## src/rtl/vibrometer_axi_pkg.sv

```systemverilog
// rtl/vibrometer_axi_pkg.sv - shared AXI constants and writer FSM states
// Used by the AXI-Stream to DDR burst writer.
package vibrometer_axi_pkg;

  typedef enum logic [1:0] {
    IDLE,
    ADDR,
    DATA,
    RESP
  } wr_state_e;

  localparam logic [1:0] AXI_BURST_INCR    = 2'b01;
  localparam logic [3:0] AXI_CACHE_DEFAULT = 4'b0011;
  localparam logic [1:0] AXI_RESP_OKAY     = 2'b00;

endpackage

```

## src/rtl/axis_sync_fifo.sv

```systemverilog
// rtl/axis_sync_fifo.sv - first-word fall-through stream FIFO with occupancy count
// Output data is read combinationally from the head entry, so a pushed word is visible next cycle.
module axis_sync_fifo #(
  parameter int WIDTH     = 32,
  parameter int LOG_DEPTH = 6
) (
  input  logic               clk_i,
  input  logic               rst_i,
  input  logic [WIDTH-1:0]   s_tdata_i,
  input  logic               s_tvalid_i,
  output logic               s_tready_o,
  output logic [WIDTH-1:0]   m_tdata_o,
  output logic               m_tvalid_o,
  input  logic               m_tready_i,
  output logic [LOG_DEPTH:0] count_o
);

  localparam int DEPTH = 1 << LOG_DEPTH;
  localparam logic [LOG_DEPTH:0] DEPTH_CNT = (LOG_DEPTH+1)'(DEPTH);

  logic [WIDTH-1:0]     mem_q [DEPTH];
  logic [LOG_DEPTH-1:0] wr_ptr_q, rd_ptr_q;
  logic [LOG_DEPTH:0]   count_q, count_d;
  logic                 push, pop;

  // Ready is held low while reset is asserted so nothing is accepted into a clearing FIFO.
  assign s_tready_o = (count_q != DEPTH_CNT) && !rst_i;
  assign m_tvalid_o = (count_q != '0);
  assign m_tdata_o  = mem_q[rd_ptr_q];
  assign count_o    = count_q;
  assign push       = s_tvalid_i && s_tready_o;
  assign pop        = m_tvalid_o && m_tready_i;

  always_comb begin
    count_d = count_q;
    if (push && !pop) begin
      count_d = count_q + (LOG_DEPTH+1)'(1);
    end else if (pop && !push) begin
      count_d = count_q - (LOG_DEPTH+1)'(1);
    end
  end

  always_ff @(posedge clk_i or posedge rst_i) begin
    if (rst_i) begin
      wr_ptr_q <= '0;
      rd_ptr_q <= '0;
      count_q  <= '0;
    end else begin
      if (push) wr_ptr_q <= wr_ptr_q + LOG_DEPTH'(1);
      if (pop)  rd_ptr_q <= rd_ptr_q + LOG_DEPTH'(1);
      count_q <= count_d;
    end
  end

  always_ff @(posedge clk_i) begin
    if (push) mem_q[wr_ptr_q] <= s_tdata_i;
  end

endmodule

```

## src/rtl/axis_ram_writer.sv

```systemverilog
// rtl/axis_ram_writer.sv - buffers a sample stream and writes fixed INCR bursts into a DDR ring buffer
// One burst is outstanding at a time; write_index commits only after the write response.
module axis_ram_writer
  import vibrometer_axi_pkg::*;
#(
  parameter int AXIS_TDATA_WIDTH = 32,
  parameter int AXI_ADDR_WIDTH   = 32,
  parameter int AXI_ID_WIDTH     = 6,
  parameter int BURST_LEN        = 16,
  parameter int LOG_FIFO_DEPTH   = 6
) (
  input  logic                          aclk,
  input  logic                          areset,
  input  logic                          enable,
  input  logic [AXI_ADDR_WIDTH-1:0]     base_address,
  input  logic [4:0]                    log_length,
  output logic [31:0]                   write_index,
  output logic                          error,
  output logic                          S_AXIS_tready,
  input  logic                          S_AXIS_tvalid,
  input  logic [AXIS_TDATA_WIDTH-1:0]   S_AXIS_tdata,
  output logic [AXI_ID_WIDTH-1:0]       M_AXI_awid,
  output logic [AXI_ADDR_WIDTH-1:0]     M_AXI_awaddr,
  output logic [3:0]                    M_AXI_awlen,
  output logic [2:0]                    M_AXI_awsize,
  output logic [1:0]                    M_AXI_awburst,
  output logic [3:0]                    M_AXI_awcache,
  output logic                          M_AXI_awvalid,
  input  logic                          M_AXI_awready,
  output logic [AXI_ID_WIDTH-1:0]       M_AXI_wid,
  output logic [AXIS_TDATA_WIDTH-1:0]   M_AXI_wdata,
  output logic [AXIS_TDATA_WIDTH/8-1:0] M_AXI_wstrb,
  output logic                          M_AXI_wlast,
  output logic                          M_AXI_wvalid,
  input  logic                          M_AXI_wready,
  input  logic [1:0]                    M_AXI_bresp,
  input  logic                          M_AXI_bvalid,
  output logic                          M_AXI_bready
);

  localparam int BYTES   = AXIS_TDATA_WIDTH / 8;
  localparam int SIZE    = $clog2(BYTES);
  localparam int BEAT_W  = $clog2(BURST_LEN);
  localparam int MIN_LOG = $clog2(BURST_LEN);
  localparam logic [LOG_FIFO_DEPTH:0] BURST_CNT = (LOG_FIFO_DEPTH+1)'(BURST_LEN);
  localparam logic [BEAT_W-1:0]       LAST_BEAT = BEAT_W'(BURST_LEN - 1);

  wr_state_e                 state_q, state_d;
  logic [BEAT_W-1:0]         beat_q, beat_d;
  logic [31:0]               index_q, index_d;
  logic [31:0]               mask_q, mask_d;
  logic [AXI_ADDR_WIDTH-1:0] awaddr_q, awaddr_d;
  logic                      error_q, error_d;

  logic [AXIS_TDATA_WIDTH-1:0] fifo_tdata;
  logic                        fifo_tvalid, fifo_tready;
  logic [LOG_FIFO_DEPTH:0]     fifo_count;
  logic [4:0]                  eff_log;
  logic [31:0]                 byte_off;

  axis_sync_fifo #(
    .WIDTH     (AXIS_TDATA_WIDTH),
    .LOG_DEPTH (LOG_FIFO_DEPTH)
  ) u_fifo (
    .clk_i      (aclk),
    .rst_i      (areset),
    .s_tdata_i  (S_AXIS_tdata),
    .s_tvalid_i (S_AXIS_tvalid),
    .s_tready_o (S_AXIS_tready),
    .m_tdata_o  (fifo_tdata),
    .m_tvalid_o (fifo_tvalid),
    .m_tready_i (fifo_tready),
    .count_o    (fifo_count)
  );

  // Buffer must hold at least one burst so the masked index never splits a burst.
  assign eff_log  = (log_length < 5'(MIN_LOG)) ? 5'(MIN_LOG) : log_length;
  assign byte_off = index_q << SIZE;

  assign M_AXI_awid    = '0;
  assign M_AXI_awaddr  = awaddr_q;
  assign M_AXI_awlen   = 4'(BURST_LEN - 1);
  assign M_AXI_awsize  = 3'(SIZE);
  assign M_AXI_awburst = AXI_BURST_INCR;
  assign M_AXI_awcache = AXI_CACHE_DEFAULT;
  assign M_AXI_wid     = '0;
  assign M_AXI_wdata   = fifo_tdata;
  assign M_AXI_wstrb   = '1;
  assign write_index   = index_q;
  assign error         = error_q;

  always_comb begin
    state_d       = state_q;
    beat_d        = beat_q;
    index_d       = index_q;
    mask_d        = mask_q;
    awaddr_d      = awaddr_q;
    error_d       = error_q;
    M_AXI_awvalid = 1'b0;
    M_AXI_wvalid  = 1'b0;
    M_AXI_wlast   = 1'b0;
    M_AXI_bready  = 1'b0;
    fifo_tready   = 1'b0;
    case (state_q)
      IDLE: begin
        if (enable && fifo_count >= BURST_CNT) begin
          state_d  = ADDR;
          beat_d   = '0;
          awaddr_d = base_address + AXI_ADDR_WIDTH'(byte_off);
          mask_d   = (32'd1 << eff_log) - 32'd1;
        end
      end
      ADDR: begin
        M_AXI_awvalid = 1'b1;
        if (M_AXI_awready) state_d = DATA;
      end
      DATA: begin
        // A full burst was buffered before leaving IDLE, so the FIFO cannot run dry here.
        M_AXI_wvalid = fifo_tvalid;
        M_AXI_wlast  = (beat_q == LAST_BEAT);
        fifo_tready  = M_AXI_wready;
        if (M_AXI_wready && fifo_tvalid) begin
          beat_d = beat_q + BEAT_W'(1);
          if (beat_q == LAST_BEAT) state_d = RESP;
        end
      end
      RESP: begin
        M_AXI_bready = 1'b1;
        if (M_AXI_bvalid) begin
          index_d = (index_q + 32'(BURST_LEN)) & mask_q;
          error_d = error_q | (M_AXI_bresp != AXI_RESP_OKAY);
          state_d = IDLE;
        end
      end
      default: state_d = IDLE;
    endcase
  end

  always_ff @(posedge aclk or posedge areset) begin
    if (areset) begin
      state_q  <= IDLE;
      beat_q   <= '0;
      index_q  <= '0;
      mask_q   <= '0;
      awaddr_q <= '0;
      error_q  <= 1'b0;
    end else begin
      state_q  <= state_d;
      beat_q   <= beat_d;
      index_q  <= index_d;
      mask_q   <= mask_d;
      awaddr_q <= awaddr_d;
      error_q  <= error_d;
    end
  end

endmodule

```

## config.mk

```make
export PLATFORM = sky130hd
export DESIGN_NAME = axis_ram_writer
export DESIGN_NICKNAME = d
export VERILOG_FILES = /design/src/rtl/vibrometer_axi_pkg.sv /design/src/rtl/axis_sync_fifo.sv /design/src/rtl/axis_ram_writer.sv
export SDC_FILE = /design/constraint.sdc
export NUM_CORES = 2
export LEC_CHECK = 0
export CAP_MARGIN = 0
export CORE_AREA = 2 2 497 351
export CTS_CLUSTER_SIZE = 10
export DETAILED_ROUTE_END_ITERATION = 8
export DIE_AREA = 0 0 499 353
export GPL_ROUTABILITY_DRIVEN = 0
export HOLD_SLACK_MARGIN = 0.12
export MAX_ROUTING_LAYER = met4
export PLACE_DENSITY = 0.69
export SLEW_MARGIN = 40
export SYNTH_ARGS = -nofsm -noshare
export SYNTH_HDL_FRONTEND = slang
export SYNTH_SLANG_ARGS = --single-unit
```

## constraint.sdc

```tcl
create_clock -name aclk -period 3.4 [get_ports aclk]
set_clock_uncertainty 0.05 [all_clocks]
set_input_delay 0.34 -clock aclk [delete_from_list [all_inputs] [get_ports aclk]]
set_output_delay 0.34 -clock aclk [all_outputs]
set_load 0.05 [all_outputs]
```

# Yosys cells after proc, flatten, opt, wreduce, memory -nomap -nowiden
# Memory sizes are Yosys's and may differ from the RTL's.
# Index checks and enable logic that the tools add are counted.
# totals
input_bits	78
mem_bits_ro	0
mem_bits_rw	2048
regBits	122
latch_bits	0
mem_count	1
# classes
reduce_logical	19
magnitude_cmp	2
n_shift	1
n_div	0
n_mul	0
mux	19
eq_ne	10
n_addsub	8
n_bitwise	2
# memory_table
name	words	word_bits	read_ports	rd_clocked_by_memory_dff	write_ports	line_no	text
u_fifo.mem_q	64	32	1	0	1	axis_sync_fifo.sv:21	logic [WIDTH-1:0] mem_q [DEPTH];
# op_table
cell	n
adder 32 bit	1
adder 32 x 5 -> 32 bit (second input constant)	1
bitwise AND 32 bit	1
<< shifter 1 x 5 -> 32 bit (first input constant)	1
subtractor 32 x 1 -> 32 bit (second input constant)	1
two-way mux 7 bit	2
adder 6 x 1 -> 6 bit (second input constant)	2
two-way mux 2 bit	5
inequality test 2 bit (second input constant)	5
two-way mux 4 bit	2
one-hot mux 2 bit (4 select lines)	1
one-hot mux 4 bit (2 select lines)	1
adder 7 x 1 -> 7 bit (second input constant)	1
>= comparator 7 x 5 -> 1 bit (second input constant)	1
logical AND 1 bit	7
two-way mux 1 bit	7
inequality test 7 bit (second input constant)	1
nonzero test 7 bit	1
subtractor 7 x 1 -> 7 bit (second input constant)	1
nonzero test 2 bit	3
< comparator 5 x 3 -> 1 bit (second input constant)	1
two-way mux 5 bit	1
AND reduction 5 bit	1
adder 4 x 1 -> 4 bit (second input constant)	1
other kinds (8)	12

# Logic depth before layout (Yosys ltp)
# depth
ltp_word	7
depth_mapped	16
depth_no_buf	14

# Hierarchy
# From an unflattened synthesis, not the netlist that was laid out.
# unflattened
hier_cells	4250
area_unflattened_um2	86221.4
# by_module_without_submodules
mod	cells_per_inst	area_per_inst_um2	n_inst
axis_sync_fifo	3489	79732.7	1
axis_ram_writer	761	6488.7	1

# Worst setup path after synthesis
# Ideal clock, no wire load.
# synth_path
kind	reg2reg
start	reg u_fifo.count_q[0] (netlist: u_fifo.count_o[0])
end	mem u_fifo.mem_q[59][0] (enable)
path_stages_with_launch	8
n_path_buf	1
path_slack_ns	-0.751
synth_period_minus_slack_ns	4.151
required_time_ns	2.929
arrival_ns	3.680
cell_sequence	dfrtp_1 -> nor4_1 -> a31oi_1 -> and2_1 -> clkbuf_1 -> nor2b_1 -> nand3_1 -> nor2_1
# synth_between
elab_chain_len	5
# synth_lines
item	line_no	text
start, declared	axis_sync_fifo.sv:23	logic [LOG_DEPTH:0] count_q, count_d;
start signal, assigned	axis_sync_fifo.sv:51	count_q <= count_d;
inequality test 7 bit	axis_sync_fifo.sv:27	assign s_tready_o = (count_q != DEPTH_CNT) && !rst_i;
logical AND 1 bit	axis_sync_fifo.sv:27	
via S_AXIS_tready	axis_ram_writer.sv:19	output logic S_AXIS_tready,
logical AND 1 bit	axis_sync_fifo.sv:31	assign push = s_tvalid_i && s_tready_o;
via u_fifo.push	axis_sync_fifo.sv:24	logic push, pop;
two-way mux 1 bit	axis_sync_fifo.sv:56	if (push) mem_q[wr_ptr_q] <= s_tdata_i;
two-way mux 1 bit (not written as such)	axis_sync_fifo.sv:56	
end, declared	axis_sync_fifo.sv:21	
# The timed path passes the listed nets, and every way through them passes these cells.

# Worst setup path after layout
# layout_path
start	reg u_fifo.rd_ptr_q[0]
end	out M_AXI_wdata[13]
# layout_between
elab_chain_len	1
# layout_lines
item	line_no	text
start, declared	axis_sync_fifo.sv:22	logic [LOG_DEPTH-1:0] wr_ptr_q, rd_ptr_q;
start signal, assigned	axis_sync_fifo.sv:50	if (pop) rd_ptr_q <= rd_ptr_q + LOG_DEPTH'(1);
memory read (64 x 32 bit)	--	
end, declared	axis_ram_writer.sv:31	output logic [AXIS_TDATA_WIDTH-1:0] M_AXI_wdata,
# Every way passes these cells.

==> out/results.ini <==
[floorplanning]
io_pins=209
die_w_um=499
num_rows=128
start_util_pct=49.4
dieArea_mm2=0.176
coreArea_mm2=0.172
die_h_um=353

[synthesis]
yosysTopAreaCell=edfxtp_1
ys_types=61
synthSimpleGateAreaFrac_pct=2.11
synth_compound_area_share_pct=1.51
syn_area_per_cell_um2=22.3
yosysWarnings=0
synth_top_flop_cell=edfxtp_1
synthAdderAreaFrac_pct=0.694
ys_async_sr_fraction_pct=5.62
synth_cells=3814
synth_top_family_by_area=multiplexers
syn_area_mm2=0.0851
synth_area_leaders=edfxtp_1 72%, mux4_2 18%, dfrtp_1 3.6%
synth-edff-count=2048
yosys_register_bits=2170
synthMuxAreaShare_pct=17.9
ys_seq_area_share_pct=75.8
synth_xor_area_share_pct=0.556
synthDominantCellAreaShare_pct=72.3

[sta]
fin_ws_ns=-0.779
worstMarginPinSlew_ns=0.798
setup-violations-final=32
max-slew-margin-rel_pct=46.8
maxClockFrequency_ghz=0.239
hold_violations=0
drv_slew=0
fin_hold_ws_ns=0.242
rsz0062_at_grt=true
fin_crit_ns=4.18
finalCritPeriodShare_pct=123

[cells_and_area]
layout-drive-gt1-share_pct=30.5
layout.nets=4476
final_area_mm2=0.100
fin_cells=6717
areaGrowthSynthToFinish_pct=17.7

[pwr]
ir_drop_mv=0.940
total_power_mw=77.5
power_density_mw_per_mm2=773
power.leakage_nw=32.0

[cts]
cts_tree=yes
cts_made_buffers=236
clockBufferDepth=3
htree_num_levels=4
cts.sinks=2170
clkTransAtPathRegs_ns=0.06
root_buffer=clkbuf_16
insertion_delay_ns=0.86

[place]
portBuffers=179
hpwl_mm=126
placedCellCount=6319
post_dp_cell_area_mm2=0.0924

[critical_path]
crit_type=flop to output pin
cp_cell_sequence=buf_12 > buf_12 > mux4_2 > mux4_2 > mux4_2 > buf_4
path_delay_family=multiplexers
cp_num_buf_inv=3
startpoint=u_fifo.rd_ptr_q[0]
arrival_ns=3.79
cp.required_ns=3.01
crit_path_end_kind=output pin
slowest_delay_ns=0.62
crit_top_cell=mux4_2
worstSetupStartpointType=flop
reg2reg_from=u_fifo.count_o[0]
path_max_fanout=16
cp_slowest_cell=mux4_2

[job]
drv_cap=0

[drt]
drc_errors=0
drtPass1Iterations=8
vias=43318
vias_per_cell=6.45
ant_nets=0
wire_per_inst_um=33.2
drt-total-wl_mm=223
first_iter_violations=6488

[grt]
grt_pass1_vias=42183
grt_first_pass_wirelength_mm=316
grt_overflow_total=0
grt_use_total_pct=26.1
antenna_found_initial=19
grt_start_max_net_pins=65

[outcome]
outcome=complete, but fails checks
violations=negative setup slack

[hold_path]
min-delay-start=base_address[31]
hold_path.class=input pin to flop

==> metal layers <==
metal | GRT usage [%] | vias to the layer above | part of all wire [%]
met4 | 5.84 | 0 | 1.9
li1 | - | 17035 | -
met2 | 36.5 | 2755 | 45
met5 | - | - | 0
met1 | 39.1 | 23206 | 41
met3 | 6.59 | 322 | 12
==> sequential cells by signal (all words and copies together), names as in the netlist <==
signal           count
error                1
write_index         32
u_fifo.mem_q      2048
u_fifo.count_o       7
u_fifo.wr_ptr_q      6
beat_q               4
M_AXI_awaddr        32
state_q              2
u_fifo.rd_ptr_q      6
mask_q              32
==> cells by family after synthesis <==
kind of cell	after synthesis
other	2
adders and majority gates	46
and+or+nand+nor	404
xor gates and xnor gates	54
muxes	680
buffers and inverters	251
DFF	2170
AOI/OAI and AO/OA	207
==> cell type report <==
type	count	area (um2)
Clock inverter	17	362
Sequential cell	2170	64600
Clock buffer	301	6190
Timing Repair Buffer	494	6070
Inverter	28	108
Antenna cell	10	25.0
Multi-Input combinational cell	1422	20000
Tap cell	2275	2850
Fill cell	12024	72000
==> worst min-delay path: cells and delay by family <==
family | cells | cell delay [ns]
compound gates | 1 | 0.06
buf+inv | 1 | 0.48
xor+xnor | 2 | 0.22
==> synth_stat cells, types with 5 or more instances <==
library cell / instances
buf_1: 25
nor3_1: 20
ha_1: 44
buf_4: 44
o21ai_0: 28
mux4_2: 672
nor4_1: 7
nand3_1: 32
nor2_1: 142
nand4_1: 14
and3_1: 14
xor2_1: 27
o21ai_1: 42
edfxtp_1: 2048
o21bai_1: 8
or3_1: 7
dfrtp_1: 122
a21oi_1: 47
xnor2_1: 27
and2_1: 6
clkbuf_1: 106
o31ai_1: 16
buf_2: 44
nand2_1: 134
o21a_1: 5
a22o_1: 7
inv_1: 28
nor2b_1: 6
a31oi_1: 13
a21o_1: 14
nand2b_1: 5
==> report_power, final <==
part	internal [mW]	total, mW	switching (mW)
clock	12.7	22.6	9.94
combinational	11.3	24.1	12.8
sequential	30.1	30.7	0.573
==> through the flow <==
| stage | worst slack [ns] | utilization, % | setup TNS (ns) |
|---|---|---|---|
| floorplan | -0.233 | - | -145.91 |
| global placement | -0.0187 | 53.6 | -0.0187 |
| detailed placement | 0.0524 | 53.7 | 0 |
| CTS | -0.823 | 58.0 | -24.75 |
| global route | -0.843 | 58.2 | -25.47 |
| finish | -0.779 | 58.2 | -23.01 |
==> cells in the final DEF (no fill, tap or decap), types with 28 or more instances in the layout <==
master	instances
edfxtp_1	2048
mux4_2	672
clkbuf_16	243
buf_4	177
nand2_1	133
dfrtp_1	115
clkdlybuf4s50_1	115
buf_12	108
nor2_1	77
nor2_4	64
clkbuf_1	62
a21oi_1	46
ha_1	44
o21ai_1	42
dlygate4sd3_1	38
nand3_1	32
conb_1	31
o21ai_0	28
==> repair_timing <==
action | 4_1_cts | 5_1_grt
pin swaps | 0 | 1
gates cloned | 9 | 6
hold buffers | 38 | 0
setup endpoints to repair | 32 | 33
gates resized for setup | 42 | 17
buffers inserted | 8 | 9
hold endpoints to repair | 2020 | 0
==> worst paths after layout <==
check / to / slack (ns) / cells after the start
worst max-delay path: M_AXI_wdata[13] / -0.78 / 6
worst min-delay path: M_AXI_awaddr[31] / 0.24 / 4
worst max register to register: u_fifo.count_o[6] / 0.22 / 15
worst min register to register: mask_q[0] / 0.42 / 1
max in group asynchronous: M_AXI_awaddr[21] / 2.01 / 4
min in group asynchronous: state_q[0] / 0.47 / 3
Power figures use the tool's default switching activity.
